## config.mk

```make
export PLATFORM = sky130hd
export DESIGN_NAME = column_slice_renderer
export DESIGN_NICKNAME = d
export VERILOG_FILES = /design/src/rtl/column_slice_renderer_pkg.sv /design/src/rtl/column_slice_renderer_slice_colour_decode.sv /design/src/rtl/column_slice_renderer.sv
export SDC_FILE = /design/constraint.sdc
export NUM_CORES = 1
export LEC_CHECK = 0
export ABC_AREA = 1
export CAP_MARGIN = 25
export CORE_ASPECT_RATIO = 0.75
export CORE_MARGIN = 2
export CORE_UTILIZATION = 48
export CTS_CLUSTER_DIAMETER = 40
export DETAILED_ROUTE_END_ITERATION = 10
export GPL_TIMING_DRIVEN = 0
export PLACE_DENSITY = 0.84
export REMOVE_ABC_BUFFERS = 1
export SETUP_SLACK_MARGIN = 0.02
export SLEW_MARGIN = 20
export SYNTH_ARGS = -nofsm -noshare
export SYNTH_HDL_FRONTEND = slang
export SYNTH_SLANG_ARGS = --single-unit
```

## constraint.sdc

```tcl
create_clock -name clock -period 6.95 [get_ports clock]
set_clock_uncertainty 0.15 [all_clocks]
set_input_delay 1.39 -clock clock [delete_from_list [all_inputs] [get_ports clock]]
set_output_delay 1.39 -clock clock [all_outputs]
set_load 0.05 [all_outputs]
```

## src/rtl/column_slice_renderer_pkg.sv

```systemverilog
// Shared constants, state encoding and height helpers for the column slice renderer.
package column_slice_renderer_pkg;

   localparam logic [7:0] SCREEN_W = 8'd160;
   localparam logic [6:0] SCREEN_H = 7'd120;
   localparam logic [7:0] LAST_COL = SCREEN_W - 8'd1;
   localparam logic [6:0] LAST_ROW = SCREEN_H - 7'd1;

   localparam logic [2:0] CEIL_COLOUR  = 3'b001;
   localparam logic [2:0] WALL_COLOUR  = 3'b110;
   localparam logic [2:0] FLOOR_COLOUR = 3'b010;

   localparam logic [9:0] CALC_TIMEOUT_CYCLES = 10'd1023;

   typedef enum logic [2:0] {
      S_IDLE      = 3'd0,
      S_REQ       = 3'd1,
      S_WAIT_CALC = 3'd2,
      S_DRAW      = 3'd3,
      S_NEXT_COL  = 3'd4,
      S_DONE      = 3'd5
   } state_t;

   function automatic logic [6:0] clamp_height(input logic [6:0] slice);
      return (slice > SCREEN_H) ? SCREEN_H : slice;
   endfunction

   // Odd leftover space goes to the floor, so the wall sits half a row high.
   function automatic logic [6:0] wall_top(input logic [6:0] h);
      logic [6:0] space;
      space = SCREEN_H - h;
      return {1'b0, space[6:1]};
   endfunction

endpackage

```

## src/rtl/column_slice_renderer_slice_colour_decode.sv

```systemverilog
// Combinational row colour for one column: ceiling above the wall, wall, then floor.
module slice_colour_decode
   import column_slice_renderer_pkg::*;
(
   input  logic [6:0] h,
   input  logic [6:0] top,
   input  logic [6:0] y,
   output logic [2:0] colour
);

   logic [7:0] wall_end;

   // Widened so top+h never wraps when the wall fills the whole column.
   assign wall_end = {1'b0, top} + {1'b0, h};

   always_comb begin
      colour = FLOOR_COLOUR;
      if (y < top) begin
         colour = CEIL_COLOUR;
      end else if ({1'b0, y} < wall_end) begin
         colour = WALL_COLOUR;
      end
   end

endmodule

```

## src/rtl/column_slice_renderer.sv

```systemverilog
// Column slice renderer: requests a wall height per column and paints 120 rows to the VGA adapter.
// Define CALC_TIMEOUT_EN to add a watchdog that draws an empty column if the calculator never answers.
module column_slice_renderer
   import column_slice_renderer_pkg::*;
(
   input  logic       clock,
   input  logic       reset,
   input  logic       start_frame,
   input  logic [6:0] slice_size,
   input  logic       end_calc,
   output logic       begin_calc,
   output logic [7:0] column_count,
   output logic [7:0] x,
   output logic [6:0] y,
   output logic [2:0] colour,
   output logic       plot,
   output logic       busy,
   output logic       frame_done
);

   state_t     state_q, state_d;
   logic [7:0] col_q, col_d;
   logic [6:0] y_q, y_d;
   logic [6:0] h_q, h_d;
   logic [6:0] top_q, top_d;
   logic [2:0] row_colour;
`ifdef CALC_TIMEOUT_EN
   logic [9:0] wait_cnt_q, wait_cnt_d;
`endif

   always_ff @(posedge clock) begin
      if (reset) begin
         state_q <= S_IDLE;
         col_q   <= 8'd0;
         y_q     <= 7'd0;
         h_q     <= 7'd0;
         top_q   <= 7'd0;
      end else begin
         state_q <= state_d;
         col_q   <= col_d;
         y_q     <= y_d;
         h_q     <= h_d;
         top_q   <= top_d;
      end
   end

`ifdef CALC_TIMEOUT_EN
   always_ff @(posedge clock) begin
      if (reset) begin
         wait_cnt_q <= 10'd0;
      end else begin
         wait_cnt_q <= wait_cnt_d;
      end
   end
`endif

   always_comb begin
      state_d = state_q;
      col_d   = col_q;
      y_d     = y_q;
      h_d     = h_q;
      top_d   = top_q;
`ifdef CALC_TIMEOUT_EN
      wait_cnt_d = wait_cnt_q;
`endif
      case (state_q)
         S_IDLE: begin
            if (start_frame) begin
               col_d   = 8'd0;
               state_d = S_REQ;
            end
         end
         S_REQ: begin
`ifdef CALC_TIMEOUT_EN
            wait_cnt_d = 10'd0;
`endif
            state_d = S_WAIT_CALC;
         end
         // A late answer in the timeout cycle still wins over the watchdog.
         S_WAIT_CALC: begin
            if (end_calc) begin
               h_d     = clamp_height(slice_size);
               top_d   = wall_top(clamp_height(slice_size));
               y_d     = 7'd0;
               state_d = S_DRAW;
`ifdef CALC_TIMEOUT_EN
            end else if (wait_cnt_q == CALC_TIMEOUT_CYCLES - 10'd1) begin
               h_d     = 7'd0;
               top_d   = wall_top(7'd0);
               y_d     = 7'd0;
               state_d = S_DRAW;
            end else begin
               wait_cnt_d = wait_cnt_q + 10'd1;
`endif
            end
         end
         S_DRAW: begin
            if (y_q == LAST_ROW) begin
               state_d = S_NEXT_COL;
            end else begin
               y_d = y_q + 7'd1;
            end
         end
         S_NEXT_COL: begin
            if (col_q == LAST_COL) begin
               state_d = S_DONE;
            end else begin
               col_d   = col_q + 8'd1;
               state_d = S_REQ;
            end
         end
         S_DONE: begin
            state_d = S_IDLE;
         end
         default: begin
            state_d = S_IDLE;
         end
      endcase
   end

   slice_colour_decode u_decode (
      .h      (h_q),
      .top    (top_q),
      .y      (y_q),
      .colour (row_colour)
   );

   assign begin_calc   = (state_q == S_REQ);
   assign plot         = (state_q == S_DRAW);
   assign busy         = (state_q != S_IDLE);
   assign frame_done   = (state_q == S_DONE);
   assign column_count = col_q;
   assign x            = col_q;
   assign y            = y_q;
   assign colour       = plot ? row_colour : 3'b000;

endmodule

```

# == After elaboration in Yosys (flattened, before gate mapping) ==
# Index checks and enable logic that the tools add are counted.
# totals
out_inout_bits,30
register_bits,31
wordCells,47
# classes
reduce_logical,8
n_lt_le_gt_ge,3
n_eq_ne,12
n_addsub,4
mux,15
# op_table
op,n
two-way mux 3 bit,7
two-way mux 7 bit,3
two-way mux 8 bit,2
case mux 8 bit (2 select lines),1
case mux 3 bit (5 select lines),1
case mux 7 bit (2 select lines),1
AND reduction 3 bit,3
adder 6 x 7 -> 8 bit,1
adder 8 x 1 -> 8 bit (second input constant),1
equality test 8 bit (second input constant),1
less-than comparator 7 x 8 -> 1 bit,1
inequality test 2 bit (second input constant),4
adder 7 x 1 -> 7 bit (second input constant),1
equality test 7 bit (second input constant),1
greater-than comparator 7 bit (second input constant),1
less-than comparator 7 x 6 -> 1 bit,1
subtractor 7 bit (first input constant),1
equality test 3 x 2 -> 1 bit (second input constant),2
equality test 3 bit (second input constant),2
nonzero test 2 bit,2
equality test 3 x 1 -> 1 bit (second input constant),1
logical NOT 3 bit,1
nonzero test 3 bit,1
inequality test 2 x 1 -> 1 bit (second input constant),1
AND reduction 2 bit,1

# == Longest topological paths before layout ==
# Gate-level depths: netlist of run 1.
# depth
ltp_word,5
mapped_depth,14
ltp_nobuf,14

# == Modules after synthesis ==
# A second synthesis of run 1 with hierarchy kept.
# hier_totals
cells_unflattened,351
area_unflattened_um2,2308.5
# by_module_without_submodules
module,instances,area_per_inst_um2,cells_per_inst,seq_area_each_um2
column_slice_renderer,1,1724.2,263,620.6
slice_colour_decode,1,584.3,88,0.0

# == Worst setup path before layout of run 1 ==
# No wires, ideal clock.
# synth_path
kind,register to output
from,register h_q[0]
to,output port colour[2]
t_arrival_ns,2.596
path_stages_with_launch,15
setup_slack_ns,2.814
required_time_ns,5.410
path_cell_list,dfxtp_1 -> ha_1 -> fa_1 -> nand3_1 -> nand3_1 -> nand2_1 -> nand2_1 -> a21oi_1 -> xor2_1 -> ha_1 -> nand3_1 -> nor2_1 -> nor2_1 -> nand2_1 -> nor2_1
# synth_between
elab_chain_len,5
# synth_rtl
item,line_no,rtl
start: declaration,column_slice_renderer.sv:24,"logic [6:0] h_q, h_d;"
start signal: assignment,column_slice_renderer.sv:36,h_q <= 7'd0;
start signal: assignment,column_slice_renderer.sv:42,h_q <= h_d;
adder 6 x 7 -> 8 bit,column_slice_renderer_slice_colour_decode.sv:14,"assign wall_end = {1'b0, top} + {1'b0, h};"
less-than comparator 7 x 8 -> 1 bit,column_slice_renderer_slice_colour_decode.sv:20,"end else if ({1'b0, y} < wall_end) begin"
two-way mux 3 bit,column_slice_renderer_slice_colour_decode.sv:20,
two-way mux 3 bit,column_slice_renderer_slice_colour_decode.sv:18,if (y < top) begin
two-way mux 3 bit,column_slice_renderer.sv:135,assign colour = plot ? row_colour : 3'b000;
end: declaration,column_slice_renderer.sv:15,"output logic [2:0] colour,"
# Every way passes these cells.

# == Final worst setup path of run 1 ==
# layout_path
from,register top_q[0]
to,output port colour[2]
# layout_between
elab_chain_len,5
word_cells_on_any_way,6
cone_classes,add/sub (1); order compare (2); mux (3)
# layout_rtl
item,line_no,rtl
start: declaration,column_slice_renderer.sv:25,"logic [6:0] top_q, top_d;"
start signal: assignment,column_slice_renderer.sv:43,top_q <= top_d;
adder 6 x 7 -> 8 bit,column_slice_renderer_slice_colour_decode.sv:14,
less-than comparator 7 x 8 -> 1 bit,column_slice_renderer_slice_colour_decode.sv:20,
two-way mux 3 bit,column_slice_renderer_slice_colour_decode.sv:20,
two-way mux 3 bit (*),column_slice_renderer_slice_colour_decode.sv:18,
two-way mux 3 bit (*),column_slice_renderer.sv:135,
# Mark *: on every way between the ends. The rest lies on a longest branch, timed or not.

==> metrics.txt, run 1 <==
status finished clean; drt first pass iters 5; Hold Path End h_q[0]; Worst EP required 5.41 ns; Yosys reg bits 31; Slew HR 47.6%; worst min-delay path class reg -> reg; Top delay family on crit path adder cells; via count 2197; Peak supply drop 104 uV; dpl hpwl 3990 um; CTS Hold Buffers Added 0; max incr delay on CP 0.80 ns; Final TNS setup 0 ns; Fill cells 415; Sink Count 31; layout cells sized above 1 7.01%; slowest cell on the critical path clkdlybuf4s50_1; FMAX 0.204 GHz; Buf/Inv on CP 1; DR iter-0 viols 145; hold path depth 2; CTS resizes 0; DRC 0; worst reg2reg path startpoint y[0]; full die area 5280 um2; CP Cell Sequence ha_1 -> fa_1 -> nand3_1 -> nand3_1 -> nand2_1 -> nand2_1 -> a21oi_1 -> xor2_1 -> ha_1 -> nand3_1 -> nor2_1 -> nor2_1 -> nand2_1 -> nor2_1 -> clkdlybuf4s50_1; ys flop type dfxtp_1; fraction of registers with async set/reset 0%; routed len/inst 11.8 um; min Tclk post-route 4.91 ns; Critical Path End Type primary output; starting density of the core 50.3%; Via density 5.13; clock buffer depth 2; Tcrit/Tclk final 70.6%; root buf cell clkbuf_8; final hold violations 0; gp weighted congestion 0.842; core area 4490 um2; min-delay src h_q[0]; number of synthesized flops with an enable pin 0; combinational power share 26.9%; Pint 0.305 mW; max-cap check violation count 0; WL final 5060 um; initial antenna violation count 0; largest net degree at the start of global routing 18; Final Power 0.461 mW; worst r2r path cells 8; first-pass GRT wire length 8560 um; Num CTS Buffers 5; post-synthesis average cell area 6.77 um2; clk_lat worst skew 0.28 ns; diodes inserted 0; CP Launch Type register; Switch Pwr 0.157 mW; site row count 21; worst reg-to-reg setup slack 5.11 ns; post-synthesis sequential area ratio 27.4%; Worst Setup Path Type reg -> out; area grow syn2layout 21.7%; Synth Instances 334; Reg clk slew, reported paths 0.06 ns; crit-path max FO 3; postcts setup bufs 0; Final nets 403; switching share of power 33.9%; yosys warns 0; Final setup viols 0; IO Pins 41; Clk pwr share 30.9%; Die Y-Extent 63.5 um; FF-to-FF End y[6]; CTS HTree Levels 2; Overall Global Routing Usage 20.0%; CTS tree yes; vias in the first global route 1922; Pleak 1.24 nW; Final Max Slew Viols 0; Final ANT Viol Nets 0; RSZ-0062 raised after global routing no; Yosys cell types 39; PwrDens 167 nW/um2; critical path data arrival time 3.37 ns; Mapped Area 2260 um2; Least-Margin Pin Slew 0.784 ns; sequential share of power 42.3%; DIE WIDTH 83.3 um; grt total ovfl 0; PortBufs 40
## power by group through the flow
stage	logic (mW)	registers [mW]	clock network (mW)
2_1_floorplan	0.0788	0.206	0
3_3_place_gp	0.120	0.198	0
3_5_place_dp	0.123	0.199	0
4_1_cts	0.124	0.195	0.146
5_1_grt	0.136	0.196	0.156
6_report	0.124	0.195	0.142
## metrics by stage
step	instance area, um2	hold WS (ns)	setup WS (ns)	cells	utilization [%]
after floorplan	2190	0.289	2.81	324	-
after global placement	2670	0.310	2.42	421	59.3
after detailed placement	2670	0.311	2.34	421	59.3
after CTS	2750	0.329	2.03	428	61.3
after global routing	2750	0.359	1.79	428	61.3
final	2750	0.325	2.04	428	61.3
## how the worst max path moves through the flow
| stage | from | end | slack (ns) | cells after the start |
|---|---|---|---|---|
| after floorplan | h_q[0] | colour[2] | 2.81 | 14 |
| final | top_q[0] | colour[2] | 2.04 | 15 |
| after CTS | top_q[0] | colour[2] | 2.03 | 15 |
| after global routing | top_q[0] | colour[2] | 1.79 | 15 |
| after detailed placement | top_q[0] | colour[2] | 2.34 | 15 |
| after global placement | top_q[0] | colour[2] | 2.42 | 15 |
## worst register-to-register path: stages, from the launching register on
cell and delay [ns]:
dfxtp_1 0.44, ha_1 0.30, nand4_1 0.17, o21ai_4 0.28
nand2_8 0.12, inv_4 0.09, nor2_1 0.04, nor2_1 0.08
nor2_1 0.04
## Yosys cell counts, types with 3 or more instances
library cell  count  share of area, %
nand2_1          79                13
inv_1            42               7.0
nor2_1           42               7.0
dfxtp_1          31                27
nand3_1          26               5.8
a21oi_1          23               5.1
ha_1             20                11
o21ai_0           9               2.0
buf_4             8               2.7
nor3_1            7               1.5
nand4_1           5               1.4
o21ai_1           5               1.1
inv_2             3              0.50
xnor2_1           3               1.2
xor2_1            3               1.2
## sequential cells by signal, summed over array words and instances, names as in the netlist
name / count
top_q: 6
y: 7
state_q: 3
h_q: 7
column_count: 8
## area by class of cell
cell class,count,area (um2),share of cell area [%]
clock inverter,1,5.00,0.182
timing repair buffer,40,400,14.5
tap,57,71.3,2.59
multi-input combinational,244,1380,50.1
sequential,31,621,22.5
inverter,49,195,7.09
clock buffer,6,82.6,3.00
## kinds of logic (layout without fill, tap and decap cells)
group           count (synthesis)  in the layout  share of synthesized area (%)
flops                          31             31                           27.4
xor+xnor                        6              6                           2.32
compound gates                 45             45                           11.2
buf+inv                        59             96                           11.6
fa+ha+maj                      21             21                           11.9
simple gates                  172            172                           35.5
## placed cells by master, fill, tap and decap left out, types with 5 or more instances in the layout
cell             netlist  final
ha_1                  20     20
nand4_1                5      5
clkbuf_8               0      6
nand3_1               26     26
clkdlybuf4s50_1        0     40
dfxtp_1               31     31
nor2_1                42     42
inv_1                 42     42
o21ai_1                5      5
o21ai_0                9      9
a21oi_1               23     23
nand2_1               79     79
nor3_1                 7      7
## per-layer routing
layer  wire [um]  global-route usage, %  up-vias  part of all wire [%]
met5           0                      0        -                     0
met2        2210                   32.2       59                    44
met4          33                   5.53        0                  0.65
li1            -                      -     1152                     -
met3         269                   4.06        4                   5.3
met1        2550                   27.3      982                    50
Power figures use the tool's default switching activity.
==> inputs of run 2 (changes only) <==
--- a/config.mk
+++ b/config.mk
@@ -13,7 +13,7 @@
 export CTS_CLUSTER_DIAMETER = 40
 export DETAILED_ROUTE_END_ITERATION = 10
 export GPL_TIMING_DRIVEN = 0
-export PLACE_DENSITY = 0.84
+export PLACE_DENSITY = 0.87
 export REMOVE_ABC_BUFFERS = 1
 export SETUP_SLACK_MARGIN = 0.02
 export SLEW_MARGIN = 20
==> constraint.sdc (replaced) <==
create_clock -name clock -period 4.2 [get_ports clock]
set_clock_uncertainty 0.15 [all_clocks]
set_input_delay 0.84 -clock clock [delete_from_list [all_inputs] [get_ports clock]]
set_output_delay 0.84 -clock clock [all_outputs]
set_load 0.05 [all_outputs]
==> run 2 against run 1 <==
  * Wire length rose by 4.1%
  * Clock power increased by 59%
  * Sequential power up 66%
  * Power up 63%
  * Register-to-register slack got worse by 2.8 ns
  * Highest routed layer unchanged
==> metrics.txt, run 2 (synthesis results as in run 1) <==
DR iter-0 viols 113 (-22%); Pleak 1.24 nW (-0.37%); Via density 5.16 (+0.54%); max-cap check violation count 0 (unchanged); dpl hpwl 4200 um (+5.4%); crit-path max FO 3 (unchanged); via count 2214 (+0.77%); combinational power share 27.0% (about the same); max FFs per register 8 (unchanged); hold path depth 2 (unchanged); largest net degree at the start of global routing 18 (unchanged); sequential share of power 43.0% (+0.7 points); DRC 0 (unchanged); Tcrit/Tclk final 91.6%; site row count 21 (unchanged); Final Max Slew Viols 0 (unchanged); Least-Margin Pin Slew 0.754 ns (-0.0293 ns); Worst Setup Path Type reg -> out; Final nets 403 (unchanged); clk_lat worst skew 0.28 ns (about the same); Worst EP required 3.21 ns (-2.20 ns); routed len/inst 12.3 um (+3.8%); grt total ovfl 0 (unchanged); Peak supply drop 187 uV (+80%); Final Non-Filler Cells 429 (+0.23%); Final Core Density 61.1% (-0.17 points); core area 4490 um2 (unchanged); IO Pins 41 (unchanged); Sink Count 31 (unchanged); Switch Pwr 0.262 mW (+67%); CTS tree yes; worst min-delay path class reg -> reg; Num CTS Buffers 5 (unchanged); min-delay src h_q[3]; worst reg-to-reg setup slack 2.34 ns (-2.77 ns); Clk pwr share 30.0% (-0.9 points); WL final 5270 um (+4.1%); CTS HTree Levels 2 (unchanged); DIE WIDTH 83.3 um (unchanged); worst r2r path cells 7 (-1); diodes inserted 0 (unchanged); Final setup viols 0 (unchanged); PortBufs 40 (unchanged); PwrDens 274 nW/um2 (+64%); commonest cells after routing, fill and taps aside 79 x nand2_1, 42 x inv_1, 42 x nor2_1, 39 x clkdlybuf4s50_1, 31 x dfxtp_1; starting density of the core 50.3% (unchanged); final hold violations 0 (unchanged); CP Cell Sequence ha_1 -> fa_1 -> nand3_1 -> nand3_1 -> nand2_1 -> nand2_1 -> a21oi_1 -> xor2_1 -> ha_1 -> nand3_1 -> nor2_1 -> nor2_1 -> nand2_1 -> nor2_1 -> clkbuf_2; layout cells sized above 1 7.26% (+0.25 points); Final TNS setup 0 ns (unchanged); Final ANT Viol Nets 0 (unchanged); Critical path origin top_q[0]; Reg clk slew, reported paths 0.06 ns (about the same); gp weighted congestion 0.860 (+2.2%); Die Y-Extent 63.5 um (unchanged); worst reg2reg path startpoint y[0]; area grow syn2layout 21.4%; switching share of power 34.8% (+0.82 points); Final Power 0.753 mW (+63%); Overall Global Routing Usage 20.0% (about the same); CTS Hold Buffers Added 0 (unchanged); most common cell after layout, fill and taps aside nand2_1; min Tclk post-route 3.85 ns; postcts setup bufs 0 (unchanged); critical path data arrival time 2.86 ns (-0.51 ns); CP Launch Type register; Critical Path End Type primary output; RSZ-0062 raised after global routing no; Hold Path End h_q[3]; Cells after DPL 421 (unchanged); max incr delay on CP 0.41 ns (-0.39 ns); Pint 0.491 mW (+61%); Fill cells 397 (-4.3%); slowest cell on the critical path fa_1; initial antenna violation count 0 (unchanged); Slew HR 49.5% (+2.0 points); full die area 5280 um2 (unchanged); drt first pass iters 4 (-1); FF-to-FF End state_q[0]; FMAX 0.260 GHz; root buf cell clkbuf_8; status finished clean; vias in the first global route 1947 (+1.3%); first-pass GRT wire length 8570 um (about the same); clock buffer depth 2 (unchanged)
-- run 2: what timing repair did --
action / 4_1_cts / 5_1_grt
hold endpoints to repair: 0 / 0
pin swaps: 0 / 0
endpoints found under the setup margin: 1 / 1
resized for setup: 1 / 2
-- run 2: layout make-up --
type	instances	area, um2	share of cell area [%]
inverters	49	195	7.11
clock buffers	6	72.6	2.64
repair buffers	40	395	14.4
well taps	57	71.3	2.60
clock inverters	2	12.5	0.456
flip-flops and latches	31	621	22.6
multi-input cells	244	1380	50.2
-- run 2: worst max path at each step --
stage / endpoint / depth (start not counted)
after CTS: colour[2] / 15
final: colour[2] / 15
after global placement: colour[2] / 15
after detailed placement: colour[2] / 15
after global routing: colour[2] / 15
after floorplan: colour[2] / 14
-- run 2: power by group through the flow --
stage	registers, mW	logic (mW)	clock network, mW
global placement	0.329	0.197	0
floorplan	0.340	0.130	0
CTS	0.323	0.203	0.232
global route	0.325	0.222	0.244
finish	0.324	0.203	0.226
detailed placement	0.330	0.202	0
-- run 2: metrics by stage --
stage	setup slack (ns)	area, um2	hold WS (ns)
floorplan	0.614	2190	0.289
global placement	0.204	2670	0.309
detailed placement	0.103	2670	0.310
CTS	0.0738	2750	0.322
global route	0.101	2750	0.342
finish	0.351	2750	0.326
-- run 2: critical path, delay by kind of cell (launching register included) --
kind,cells,cell delay (ns)
buf+inv,1,0.29
compound gates,1,0.15
fa+ha+maj,3,0.87
xor+xnor,1,0.18
simple gates,9,0.77
flops,1,0.33
-- run 2: routing by layer --
| layer | track usage [%] | part of all wire (%) |
|---|---|---|
| met3 | 4.46 | 6.0 |
| met4 | 7.17 | 0.84 |
| met1 | 26.9 | 47 |
| met5 | 0 | 0 |
| met2 | 31.6 | 46 |
==> inputs of run 3 (changes only) <==
--- a/config.mk
+++ b/config.mk
@@ -11,11 +11,13 @@
 export CORE_MARGIN = 2
 export CORE_UTILIZATION = 48
 export CTS_CLUSTER_DIAMETER = 40
+export CTS_CLUSTER_SIZE = 25
 export DETAILED_ROUTE_END_ITERATION = 10
 export GPL_TIMING_DRIVEN = 0
 export PLACE_DENSITY = 0.87
 export REMOVE_ABC_BUFFERS = 1
 export SETUP_SLACK_MARGIN = 0.02
+export SKIP_LAST_GASP = 1
 export SLEW_MARGIN = 20
 export SYNTH_ARGS = -nofsm -noshare
 export SYNTH_HDL_FRONTEND = slang
==> results of run 3 <==
No change in the layout: final DEF, timing and power equal those of run 2.
